### src/rtl/rv_iopmp_axi4_burst_split.sv
// rtl/rv_iopmp_axi4_burst_split.sv - splits a linear transfer into AXI4 INCR bursts that never cross 4 KiB
// Optional feature macro: RV_IOPMP_BURST_SPLIT_ALIGN_CHECK_EN (reject misaligned start addresses)

package axi_pkg;
  typedef logic [2:0] size_t;
  typedef logic [7:0] len_t;
  typedef logic [1:0] burst_t;
  localparam burst_t BURST_FIXED = 2'b00;
  localparam burst_t BURST_INCR  = 2'b01;
  localparam burst_t BURST_WRAP  = 2'b10;
endpackage

module rv_iopmp_axi4_burst_split #(
  parameter int ADDR_WIDTH = 64,
  parameter int MAX_BEATS  = 256
) (
  input  logic                  clk_i,
  input  logic                  rst_i,
  input  logic                  req_valid_i,
  output logic                  req_ready_o,
  input  logic [ADDR_WIDTH-1:0] req_addr_i,
  input  logic [15:0]           req_beats_i,
  input  axi_pkg::size_t        req_size_i,
  output logic                  ax_valid_o,
  input  logic                  ax_ready_i,
  output logic [ADDR_WIDTH-1:0] ax_addr_o,
  output axi_pkg::len_t         ax_len_o,
  output axi_pkg::size_t        ax_size_o,
  output axi_pkg::burst_t       ax_burst_o,
  output logic                  ax_last_o,
  output logic                  busy_o,
  output logic                  err_o
);

  typedef enum logic {IDLE, ISSUE} state_t;

  state_t                state_q, state_d;
  logic [ADDR_WIDTH-1:0] addr_q;
  logic [16:0]           rem_q;
  axi_pkg::size_t        size_q;
  logic                  err_q;

  logic                  accept, reject, issuing, hs, last_burst;
  logic [ADDR_WIDTH-1:0] align_mask;
  logic [12:0]           to_bound;
  logic [16:0]           beats;

  assign issuing    = (state_q == ISSUE);
  assign accept     = req_valid_i && (state_q == IDLE);
  assign align_mask = ~({ADDR_WIDTH{1'b1}} << req_size_i);

`ifdef RV_IOPMP_BURST_SPLIT_ALIGN_CHECK_EN
  assign reject = (req_size_i > 3'd3) || (|(req_addr_i & align_mask));
`else
  assign reject = (req_size_i > 3'd3);
`endif

  // Beats left before the next 4 KiB page; an exactly aligned address sees the whole page.
  assign to_bound = (13'd4096 - {1'b0, addr_q[11:0]}) >> size_q;

  always_comb begin
    beats = rem_q;
    if ({4'b0, to_bound} < beats) beats = {4'b0, to_bound};
    if (17'(MAX_BEATS) < beats)   beats = 17'(MAX_BEATS);
  end

  assign last_burst = (beats == rem_q);
  assign hs         = ax_valid_o && ax_ready_i;

  always_ff @(posedge clk_i) begin
    if (rst_i) state_q <= IDLE;
    else       state_q <= state_d;
  end

  always_comb begin
    state_d = state_q;
    case (state_q)
      IDLE:    if (accept && !reject) state_d = ISSUE;
      ISSUE:   if (hs && last_burst)  state_d = IDLE;
      default: state_d = IDLE;
    endcase
  end

  // Registered burst state only moves on acceptance or handshake, so ax_* hold while stalled.
  always_ff @(posedge clk_i) begin
    if (rst_i) begin
      addr_q <= '0;
      rem_q  <= '0;
      size_q <= '0;
      err_q  <= 1'b0;
    end else begin
      err_q <= accept && reject;
      if (accept && !reject) begin
        addr_q <= req_addr_i & ~align_mask;
        rem_q  <= {1'b0, req_beats_i} + 17'd1;
        size_q <= req_size_i;
      end else if (hs) begin
        addr_q <= addr_q + (ADDR_WIDTH'(beats) << size_q);
        rem_q  <= rem_q - beats;
      end
    end
  end

  assign req_ready_o = (state_q == IDLE);
  assign busy_o      = issuing;
  assign err_o       = err_q;
  assign ax_valid_o  = issuing;
  assign ax_addr_o   = issuing ? addr_q : '0;
  assign ax_len_o    = issuing ? axi_pkg::len_t'(beats - 17'd1) : '0;
  assign ax_size_o   = issuing ? size_q : '0;
  assign ax_burst_o  = axi_pkg::BURST_INCR;
  assign ax_last_o   = issuing && last_burst;

endmodule

### config.mk
export PLATFORM = sky130hd
export DESIGN_NAME = rv_iopmp_axi4_burst_split
export DESIGN_NICKNAME = d
export VERILOG_FILES = /design/src/rtl/rv_iopmp_axi4_burst_split.sv
export SDC_FILE = /design/constraint.sdc
export NUM_CORES = 1
export LEC_CHECK = 0
export ABC_AREA = 0
export BUFFER_PORTS_ARGS = -buffer_cell sky130_fd_sc_hd__buf_2
export CORE_MARGIN = 1
export CORE_UTILIZATION = 35
export CTS_CLUSTER_DIAMETER = 100
export DETAILED_ROUTE_END_ITERATION = 6
export SLEW_MARGIN = 25
export SYNTH_ARGS = -nofsm -noshare
export SYNTH_HDL_FRONTEND = slang
export SYNTH_SLANG_ARGS = --single-unit
### constraint.sdc
create_clock -name clk_i -period 16.2 [get_ports clk_i]
set_input_delay 2.43 -clock clk_i [delete_from_list [all_inputs] [get_ports clk_i]]
set_output_delay 2.43 -clock clk_i [all_outputs]
set_load 0.02 [all_outputs]
==> results.py, run 1 <==
metrics = {
    "global_routing": {
        "grt_pass1_wl_mm": 44.92,
        "grt_pass1_vias": 8449,
        "track_usage_pct": 21.63,
        "grt_start_max_net_pins": 87,
        "grt.overflow.total": 0,
        "antenna_found_initial": 4,
    },
    "synth": {
        "yosys.area.top_type": "dfxtp_1",
        "yosys_warnings": 0,
        "ys_ff_latch": 86,
        "yosysSeqAreaShare_pct": 19.99,
        "avgSynthCellArea_um2": 7.357,
        "synthTopCellsByCount": "132 x nor2_1, 86 x dfxtp_1, 83 x nand2_1, 69 x and2_1, 64 x clkbuf_1",
        "yosys.area_share.adder_pct": 8.308,
        "netlist_area_um2": 8615,
        "synth_top_family_by_area": "simple AND/OR/NAND/NOR gates",
        "synthXorXnorAreaFrac_pct": 8.744,
        "yosysMostFrequentCell": "nor2_1",
        "synth-async-reset-ratio_pct": 0,
        "yosys_most_used_dff": "dfxtp_1",
        "synth_edf_count": 0,
        "synth_top_area_share_pct": 19.99,
        "muxShareOfSynthArea_pct": 2.164,
        "syn_inst": 1171,
        "yosys.area_share.simple_pct": 27.58,
        "synth.area.top_cells": "dfxtp_1 20%, ha_1 7.8%, nor2_1 5.8%",
        "synth_compound_area_share_pct": 26.68,
        "ys_types": 83,
    },
    "layout": {
        "synthToLayoutAreaGrowth_pct": 15.42,
        "drive_gt1_share_pct": 17.04,
        "fin_area_um2": 9943,
        "finalNetCount": 1435,
    },
    "timing": {
        "rsz0062_at_grt": "no",
        "setup_ws_ns": 6.706,
        "setup_viol": 0,
        "max_freq_ghz": 0.1053,
        "holdWs_ns": 0.5065,
        "skew_ns": 0.01247,
        "hold_viol_final": 0,
        "fin_crit_sh_pct": 58.60,
        "maxSlewHeadroom_pct": 33.39,
        "tns_ns": 0,
        "slew_violations": 0,
        "fin_crit_ns": 9.494,
        "worstMarginPinSlew_ns": 0.9961,
    },
    "power": {
        "swShare_pct": 40.93,
        "seq_power_share_pct": 29.8,
        "ir_drop_mv": 0.04510,
        "total_power_mw": 0.8442,
        "power_frac_comb_pct": 43.7,
        "power.density_nw_per_um2": 84.90,
        "p_int_mw": 0.4987,
        "switchingPower_mw": 0.3455,
        "p_clk_share_pct": 26.5,
        "p_leak_nw": 4.422,
    },
    "routing": {
        "wl_per_cell_um": 16.97,
        "first_pass_iters": 5,
        "num_vias": 9014,
        "viasPerCell": 5.557,
        "ant_nets": 0,
        "route.detailed.drc": 0,
        "drt_iter0_drc": 654,
        "drt_wl_total_mm": 27.53,
    },
    "setup_path": {
        "critical_path_class": "flip-flop to primary output",
        "required_ns": 13.77,
        "end_kind": "primary output",
        "cp_common_cell": "ha_1",
        "crit_arrival_ns": 7.06,
        "crit_slowest_cell": "or4b_1",
        "crit_fanout": 13,
        "max_stage_delay_ns": 0.64,
        "start_kind": "flip-flop",
        "path_cells": "inv_1, ha_1, or4b_1, o21ai_0, o31a_1, nand2_1, mux4_2, ha_1, a2111oi_0, o21ai_0, nand4_1, a21oi_1, a211oi_2, buf_4, or4b_1, o31ai_2, a41o_1, inv_1, or2_2, ha_1, nand4_1, nor4_1, and2_1, buf_2",
    },
    "floorplanning": {
        "rows": 57,
        "design.die.area_um2": 25240,
        "initial_utilization_pct": 35.53,
        "die_height_um": 158.9,
        "die_w_um": 158.9,
        "design.portCount": 169,
        "core_area_um2": 24250,
    },
    "job": {
        "maxCapViolations": 0,
    },
    "clocking": {
        "h-tree-depth": 3,
        "cts_buffer_depth": 2,
        "cts_setup_buffers": 0,
        "ctsHoldBuffers": 0,
        "cts_tree": "built",
        "clkTransAtPathRegs_ns": 0.07,
        "cts_root_buf": "clkbuf_16",
        "clkLatencyLatePin_ns": 0.35,
        "cts_sinks": 86,
        "cts_buffers": 9,
        "post_cts_resized": 0,
    },
    "placement": {
        "dpl.hpwl_mm": 20.30,
        "pre_cts_slack_ns": 7.095,
        "gp_congestion": 0.9570,
        "portBuffers": 166,
        "dpl_cell_area_um2": 9635,
    },
    "run_status": {
        "outcome": "complete, no violations",
    },
    "hold_path": {
        "hp-class": "flip-flop to flip-flop",
    },
}
## power by group through the flow
stage	Combinational [mW]	Clock, mW	Sequential (mW)
final	0.369	0.223	0.252
after global routing	0.413	0.233	0.255
after CTS	0.367	0.224	0.251
after detailed placement	0.364	0	0.256
after global placement	0.364	0	0.256
after floorplan	0.285	0	0.245
## metrics by stage
step,utilization [%],instances
2_1_floorplan,-,1186
3_3_place_gp,39.74,1605
3_5_place_dp,39.74,1605
4_1_cts,41.00,1621
5_1_grt,41.00,1621
6_report,41.01,1622
## cells by family after synthesis
kind of cell	Yosys count
other	2
muxes	17
buffers and inverters	133
AOI/OAI and AO/OA	325
xor gates and xnor gates	86
adders and majority gates	56
and+or+nand+nor	466
DFF	86
## routing by layer
metal  global-route usage, %  routed length [um]
met1                   28.73               12650
met2                   34.49               12260
met3                   5.120                1924
met4                   6.556                 673
met5                       0                  23
## layout make-up
cell class                      count  area [um^2]
Inverter                           50        187.7
Tap cell                          324        405.4
Clock inverter                      7        80.08
Timing Repair Buffer              178        920.9
Antenna cell                        1        2.502
Fill cell                        2593        14310
Multi-Input combinational cell    967         6399
Sequential cell                    86         1723
Clock buffer                        9        225.2
## placed cells by master (no fill, tap or decap), drive strengths merged, types with 9 or more instances in the layout
| cell type | n |
|---|---|
| o211ai | 12 |
| nand4 | 19 |
| xor2 | 32 |
| nand2 | 83 |
| and3 | 26 |
| nand3 | 37 |
| dfxtp | 86 |
| o21ai | 44 |
| mux2i | 13 |
| inv | 52 |
| nor4 | 10 |
| buf | 178 |
| a211oi | 56 |
| or2 | 9 |
| a21oi | 61 |
| nor2 | 132 |
| ha | 54 |
| a31oi | 17 |
| nand2b | 9 |
| a21o | 26 |
| o21bai | 10 |
| clkbuf | 9 |
| or3 | 11 |
| nor3 | 29 |
| conb | 17 |
| nor2b | 10 |
| xnor2 | 54 |
| a2111oi | 9 |
| a311oi | 18 |
| and2 | 69 |
## registers in the layout, summed over array words and instances, names as in the netlist
name / flops
addr_q: 64
rem_q: 17
size_q: 3
ax_valid_o: 1
err_o: 1
## worst max-delay path, delay by kind of cell, from the launching register on
family                     cells  cell delay [ns]
buffers and inverters          4             0.74
muxes                          1             0.52
DFF                            1             0.42
AOI/OAI and AO/OA              8             1.93
and+or+nand+nor                8             2.35
adders and majority gates      3             0.76
## path summary, 6_finish.rpt
path | from | cells after the start | endpoint | slack, ns
worst max-delay path | addr_q[1]$_SDFFE_PP0P_ | 24 | ax_last_o | 6.71
worst min-delay path | addr_q[21]$_SDFFE_PP0P_ | 2 | addr_q[21]$_SDFFE_PP0P_ | 0.51
worst max register to register | addr_q[1]$_SDFFE_PP0P_ | 31 | addr_q[56]$_SDFFE_PP0P_ | 7.25
worst min register to register | addr_q[21]$_SDFFE_PP0P_ | 2 | addr_q[21]$_SDFFE_PP0P_ | 0.51
Power figures use the tool's default switching activity.
==> inputs of run 2 (changes only) <==
==> constraint.sdc (replaced) <==
create_clock -name clk_i -period 8.16 [get_ports clk_i]
set_input_delay 1.224 -clock clk_i [delete_from_list [all_inputs] [get_ports clk_i]]
set_output_delay 1.224 -clock clk_i [all_outputs]
set_load 0.02 [all_outputs]
==> results.py, run 2 (synthesis results as in run 1) <==
metrics = {
    "placement": {
        "dpl_cell_area_um2": 9801,
        "portBuffers": 166,
        "gp_congestion": 0.9476,
        "dpl.hpwl_mm": 20.91,
    },
    "timing": {
        "setup_viol": 0,
        "hold_viol_final": 0,
        "fin_crit_sh_pct": 94.86,
        "fin_crit_ns": 7.740,
        "slew_violations": 0,
        "worstMarginPinSlew_ns": 0.9651,
        "max_freq_ghz": 0.1292,
        "maxSlewHeadroom_pct": 35.66,
        "skew_ns": 0.01138,
        "holdWs_ns": 0.5127,
    },
    "routing": {
        "drt_iter0_drc": 701,
        "ant_nets": 0,
        "first_pass_iters": 5,
        "viasPerCell": 5.578,
        "route.detailed.drc": 0,
        "drt_wl_total_mm": 28.15,
        "num_vias": 9175,
        "wl_per_cell_um": 17.11,
    },
    "floorplanning": {
        "initial_utilization_pct": 35.53,
        "design.portCount": 169,
        "core_area_um2": 24250,
        "die_height_um": 158.9,
        "design.die.area_um2": 25240,
        "die_w_um": 158.9,
        "rows": 57,
    },
    "global_routing": {
        "grt_pass1_vias": 8696,
        "grt.overflow.total": 0,
        "track_usage_pct": 21.94,
        "grt_start_max_net_pins": 87,
        "grt_pass1_wl_mm": 45.46,
        "antenna_found_initial": 2,
    },
    "power": {
        "power_frac_comb_pct": 45.6,
        "power.density_nw_per_um2": 168.9,
        "seq_power_share_pct": 28.7,
        "p_leak_nw": 4.540,
        "p_int_mw": 1.014,
        "p_clk_share_pct": 25.7,
        "ir_drop_mv": 0.1022,
        "switchingPower_mw": 0.7015,
        "swShare_pct": 40.90,
    },
    "job": {
        "maxCapViolations": 0,
    },
    "clocking": {
        "clkTransAtPathRegs_ns": 0.07,
        "cts_sinks": 86,
        "h-tree-depth": 3,
        "cts_buffer_depth": 2,
        "cts_root_buf": "clkbuf_16",
        "clkLatencyLatePin_ns": 0.36,
        "cts_tree": "built",
        "cts_buffers": 9,
    },
    "hold_path": {
        "hp-class": "flip-flop to flip-flop",
    },
    "setup_path": {
        "critical_path_class": "flip-flop to primary output",
        "required_ns": 6.94,
        "crit_arrival_ns": 6.52,
        "end_kind": "primary output",
        "r2r_slack_ns": 0.46,
        "crit_fanout": 9,
        "start_kind": "flip-flop",
    },
    "layout": {
        "final_common_cell": "buf_2",
        "multi_input_area_um2": 6439,
        "regMostFlops": "addr_q",
        "drive_gt1_share_pct": 19.09,
        "largest_reg_flops": 64,
        "fin_area_um2": 10160,
        "finalNetCount": 1458,
        "regArea_um2": 1723,
        "top_regs": "addr_q (64), rem_q (17), size_q (3)",
        "final_cell_mix": "166 x buf_2, 132 x nor2_1, 85 x dfxtp_1",
        "synthToLayoutAreaGrowth_pct": 17.89,
        "nFillCells": 2595,
    },
    "run_status": {
        "outcome": "complete, no violations",
    },
}
run 2: cell types whose count changed in the layout (fill, tap and decap cells not counted), moves of 2 or more:
| cell | change |
|---|---|
| buf_4 | +23 |
| o21ai_0 | -4 |
| o21ai_1 | +3 |
| nor3_1 | -2 |
run 2: timing repair:
item                                    CTS  global route
pin swaps                                 0             1
setup buffers                             0             1
endpoints found under the setup margin    4            46
hold buffers                              0             0
gates resized for setup                   1            14
run 2: path summary, 6_finish.rpt:
kind                                         startpoint                      end  cells past startpoint
worst max-delay path             addr_q[0]$_SDFFE_PP0P_                ax_last_o                     24
worst min-delay path            addr_q[18]$_SDFFE_PP0P_  addr_q[18]$_SDFFE_PP0P_                      2
worst max register to register   addr_q[0]$_SDFFE_PP0P_  addr_q[41]$_SDFFE_PP0P_                     31
worst min register to register  addr_q[18]$_SDFFE_PP0P_  addr_q[18]$_SDFFE_PP0P_                      2
run 2: power by group through the flow:
stage               logic, mW  registers [mW]  clock network (mW)
global route            0.862           0.498               0.464
detailed placement      0.760           0.502                   0
global placement        0.762           0.502                   0
floorplan               0.567           0.487                   0
CTS                     0.764           0.493               0.447
finish                  0.782           0.493               0.440
run 2: final cells by class:
| type | count | area share (%) |
|---|---|---|
| clock buffers | 9 | 2.218 |
| well taps | 324 | 3.992 |
| repair buffers | 201 | 10.77 |
| flip-flops and latches | 86 | 16.96 |
| multi-input cells | 967 | 63.40 |
| inverters | 50 | 1.848 |
| clock inverters | 7 | 0.7885 |
| diodes | 1 | 0.02464 |
run 2: per-stage QoR:
stage / setup slack [ns] / instances / TNS, ns / utilization, % / power (mW)
after CTS: 0.1005 / 1643 / 0 / 41.68 / 1.704
after global routing: -0.009431 / 1644 / -0.009431 / 41.87 / 1.823
final: 0.4196 / 1645 / 0 / 41.88 / 1.715
after global placement: 0.1204 / 1627 / 0 / 40.42 / 1.263
after detailed placement: -0.001807 / 1627 / -0.002384 / 40.42 / 1.262
after floorplan: 0.8771 / 1186 / 0 / - / 1.054
run 2: per-layer routing:
metal	wire, um	vias to the layer above	track usage [%]
li1	-	4546	-
met1	12930	4273	28.80
met2	13010	313	36.60
met3	1702	41	3.997
met4	508	2	6.031
met5	8	-	0
run 2: critical path, stage by stage, from the launching register on:
cell       delay (ns)
dfxtp_1          0.38
inv_1            0.14
ha_1             0.23
or4b_4           0.55
or3_1            0.35
and3_1           0.19
o2bb2ai_1        0.13
mux2i_1          0.13
inv_1            0.10
ha_1             0.32
a2111oi_0        0.35
o21ai_0          0.16
nand4_1          0.12
a21oi_1          0.11
a211oi_2         0.19
or4b_1           0.48
o31ai_2          0.26
a41o_2           0.32
inv_1            0.16
or2_2            0.34
ha_1             0.31
nand4_1          0.12
nor4_2           0.36
and2_1           0.19
buf_2            0.16
==> inputs of run 3 (changes only) <==
--- a/config.mk
+++ b/config.mk
@@ -9,6 +9,7 @@
 export BUFFER_PORTS_ARGS = -buffer_cell sky130_fd_sc_hd__buf_2
 export CORE_MARGIN = 1
 export CORE_UTILIZATION = 35
+export CTS_BUF_LIST = sky130_fd_sc_hd__clkbuf_4 sky130_fd_sc_hd__clkbuf_8 sky130_fd_sc_hd__clkbuf_16
 export CTS_CLUSTER_DIAMETER = 100
 export DETAILED_ROUTE_END_ITERATION = 6
 export SLEW_MARGIN = 25
==> constraint.sdc (replaced) <==
create_clock -name clk_i -period 9.6 [get_ports clk_i]
set_input_delay 1.44 -clock clk_i [delete_from_list [all_inputs] [get_ports clk_i]]
set_output_delay 1.44 -clock clk_i [all_outputs]
set_load 0.02 [all_outputs]
==> results.py, run 3 (synthesis results as in run 1) <==
metrics = {
    "clocking": {
        "cts_setup_buffers": 0,
        "cts_buffer_depth": 2,
        "clkLatencyLatePin_ns": 0.35,
        "cts_root_buf": "clkbuf_16",
        "post_cts_resized": 0,
        "clkTransAtPathRegs_ns": 0.07,
        "cts_buffers": 9,
        "cts_sinks": 86,
        "h-tree-depth": 3,
        "ctsHoldBuffers": 0,
        "cts_tree": "built",
    },
    "placement": {
        "dpl.hpwl_mm": 20.47,
        "portBuffers": 166,
        "gp_congestion": 0.9393,
    },
    "setup_path": {
        "crit_slowest_cell": "or4b_1",
        "end_kind": "primary output",
        "max_stage_delay_ns": 0.62,
        "critical_path_class": "flip-flop to primary output",
        "crit_arrival_ns": 7.13,
        "required_ns": 8.16,
        "path_cells": "inv_1, ha_1, or4b_1, o21ai_0, o31a_1, nand2_1, mux4_2, ha_1, a2111oi_0, o21ai_0, nand4_1, a21oi_1, a211oi_2, buf_4, or4b_1, o31ai_2, a41o_1, inv_1, or2_2, ha_1, nand4_1, nor4_1, and2_1, buf_2",
        "cp_common_cell": "ha_1",
        "crit_fanout": 13,
        "start_kind": "flip-flop",
    },
    "layout": {
        "top_regs": "addr_q (64), rem_q (17), size_q (3)",
        "final_cell_mix": "166 x buf_2, 132 x nor2_1, 85 x dfxtp_1",
        "nFillCells": 2576,
        "largest_reg_flops": 64,
        "regMostFlops": "addr_q",
        "multi_input_area_um2": 6399,
        "synthToLayoutAreaGrowth_pct": 15.85,
        "finalNetCount": 1443,
        "drive_gt1_share_pct": 17.55,
        "final_common_cell": "buf_2",
        "regArea_um2": 1723,
    },
    "global_routing": {
        "grt_start_max_net_pins": 87,
        "antenna_found_initial": 2,
        "grt_pass1_vias": 8672,
        "grt_pass1_wl_mm": 44.80,
        "track_usage_pct": 21.57,
        "grt.overflow.total": 0,
    },
    "routing": {
        "drt_wl_total_mm": 27.40,
        "num_vias": 9015,
        "drt_iter0_drc": 564,
        "first_pass_iters": 7,
        "wl_per_cell_um": 16.81,
        "ant_nets": 0,
        "route.detailed.drc": 4,
        "viasPerCell": 5.531,
    },
    "timing": {
        "slew_violations": 0,
        "setup_viol": 0,
        "maxSlewHeadroom_pct": 33.10,
        "fin_crit_sh_pct": 89.24,
        "fin_crit_ns": 8.567,
        "skew_ns": 0.01034,
        "holdWs_ns": 0.5104,
        "rsz0062_at_grt": "no",
        "tns_ns": 0,
        "worstMarginPinSlew_ns": 1.002,
        "hold_viol_final": 0,
        "max_freq_ghz": 0.1167,
    },
    "job": {
        "maxCapViolations": 0,
    },
    "power": {
        "p_int_mw": 0.8180,
        "power.density_nw_per_um2": 139.4,
        "swShare_pct": 41.21,
        "p_leak_nw": 4.454,
        "switchingPower_mw": 0.5733,
        "ir_drop_mv": 0.08231,
        "power_frac_comb_pct": 44.7,
        "p_clk_share_pct": 24.6,
        "seq_power_share_pct": 30.7,
    },
    "floorplanning": {
        "initial_utilization_pct": 35.53,
        "rows": 57,
        "die_height_um": 158.9,
        "design.portCount": 169,
        "die_w_um": 158.9,
        "design.die.area_um2": 25240,
        "core_area_um2": 24250,
    },
    "run_status": {
        "violations": "design-rule violations",
        "outcome": "complete, but fails checks",
    },
    "hold_path": {
        "hp-class": "flip-flop to flip-flop",
    },
}
## run 3: area by class of cell
class,count,share of cell area (%)
diodes,1,0.02508
clock buffers,9,2.257
clock inverters,7,0.5642
inverters,50,1.881
multi-input cells,967,64.12
flip-flops and latches,86,17.26
well taps,324,4.062
repair buffers,186,9.829
## run 3: critical path, delay by kind of cell, from the launching register on
kind | cells | cell delay (ns)
AO/OA/AOI/OAI | 8 | 1.91
adder cells (fa/ha/maj) | 3 | 0.75
buffers and inverters | 4 | 0.71
flip-flops | 1 | 0.41
multiplexers | 1 | 0.52
AND/OR/NAND/NOR | 8 | 2.46
## run 3: worst paths after layout
path | from | to | slack [ns] | depth (start not counted)
setup / recovery | addr_q[1]$_SDFFE_PP0P_ | ax_last_o | 1.03 | 24
hold / removal | addr_q[18]$_SDFFE_PP0P_ | addr_q[18]$_SDFFE_PP0P_ | 0.51 | 2
setup reg to reg | addr_q[1]$_SDFFE_PP0P_ | addr_q[56]$_SDFFE_PP0P_ | 1.06 | 32
hold reg to reg | addr_q[18]$_SDFFE_PP0P_ | addr_q[18]$_SDFFE_PP0P_ | 0.51 | 2
## run 3: layer usage
| layer | up-vias | track usage [%] | part of all wire [%] |
|---|---|---|---|
| met5 | - | 0 | 0.062 |
| li1 | 4493 | - | - |
| met3 | 23 | 4.389 | 6.8 |
| met1 | 4201 | 28.13 | 45 |
| met4 | 2 | 4.764 | 1.2 |
| met2 | 296 | 36.40 | 47 |
## run 3: power groups by stage
stage	sequential, mW	combinational [mW]	clock, mW
after floorplan	0.414	0.482	0
after global placement	0.434	0.616	0
after detailed placement	0.434	0.616	0
after CTS	0.426	0.619	0.349
after global routing	0.431	0.695	0.363
final	0.427	0.622	0.342
## run 3: stage by stage
| stage | instances | setup WS [ns] | total power [mW] | utilization [%] | area [um^2] |
|---|---|---|---|---|---|
| CTS | 1629 | 1.033 | 1.394 | 41.15 | 9977 |
| global route | 1629 | 0.2246 | 1.489 | 41.15 | 9977 |
| floorplan | 1186 | 2.317 | 0.8957 | - | 8671 |
| global placement | 1613 | 1.215 | 1.050 | 39.98 | 9696 |
| detailed placement | 1613 | 1.085 | 1.050 | 39.98 | 9696 |
| finish | 1630 | 1.033 | 1.391 | 41.16 | 9980 |
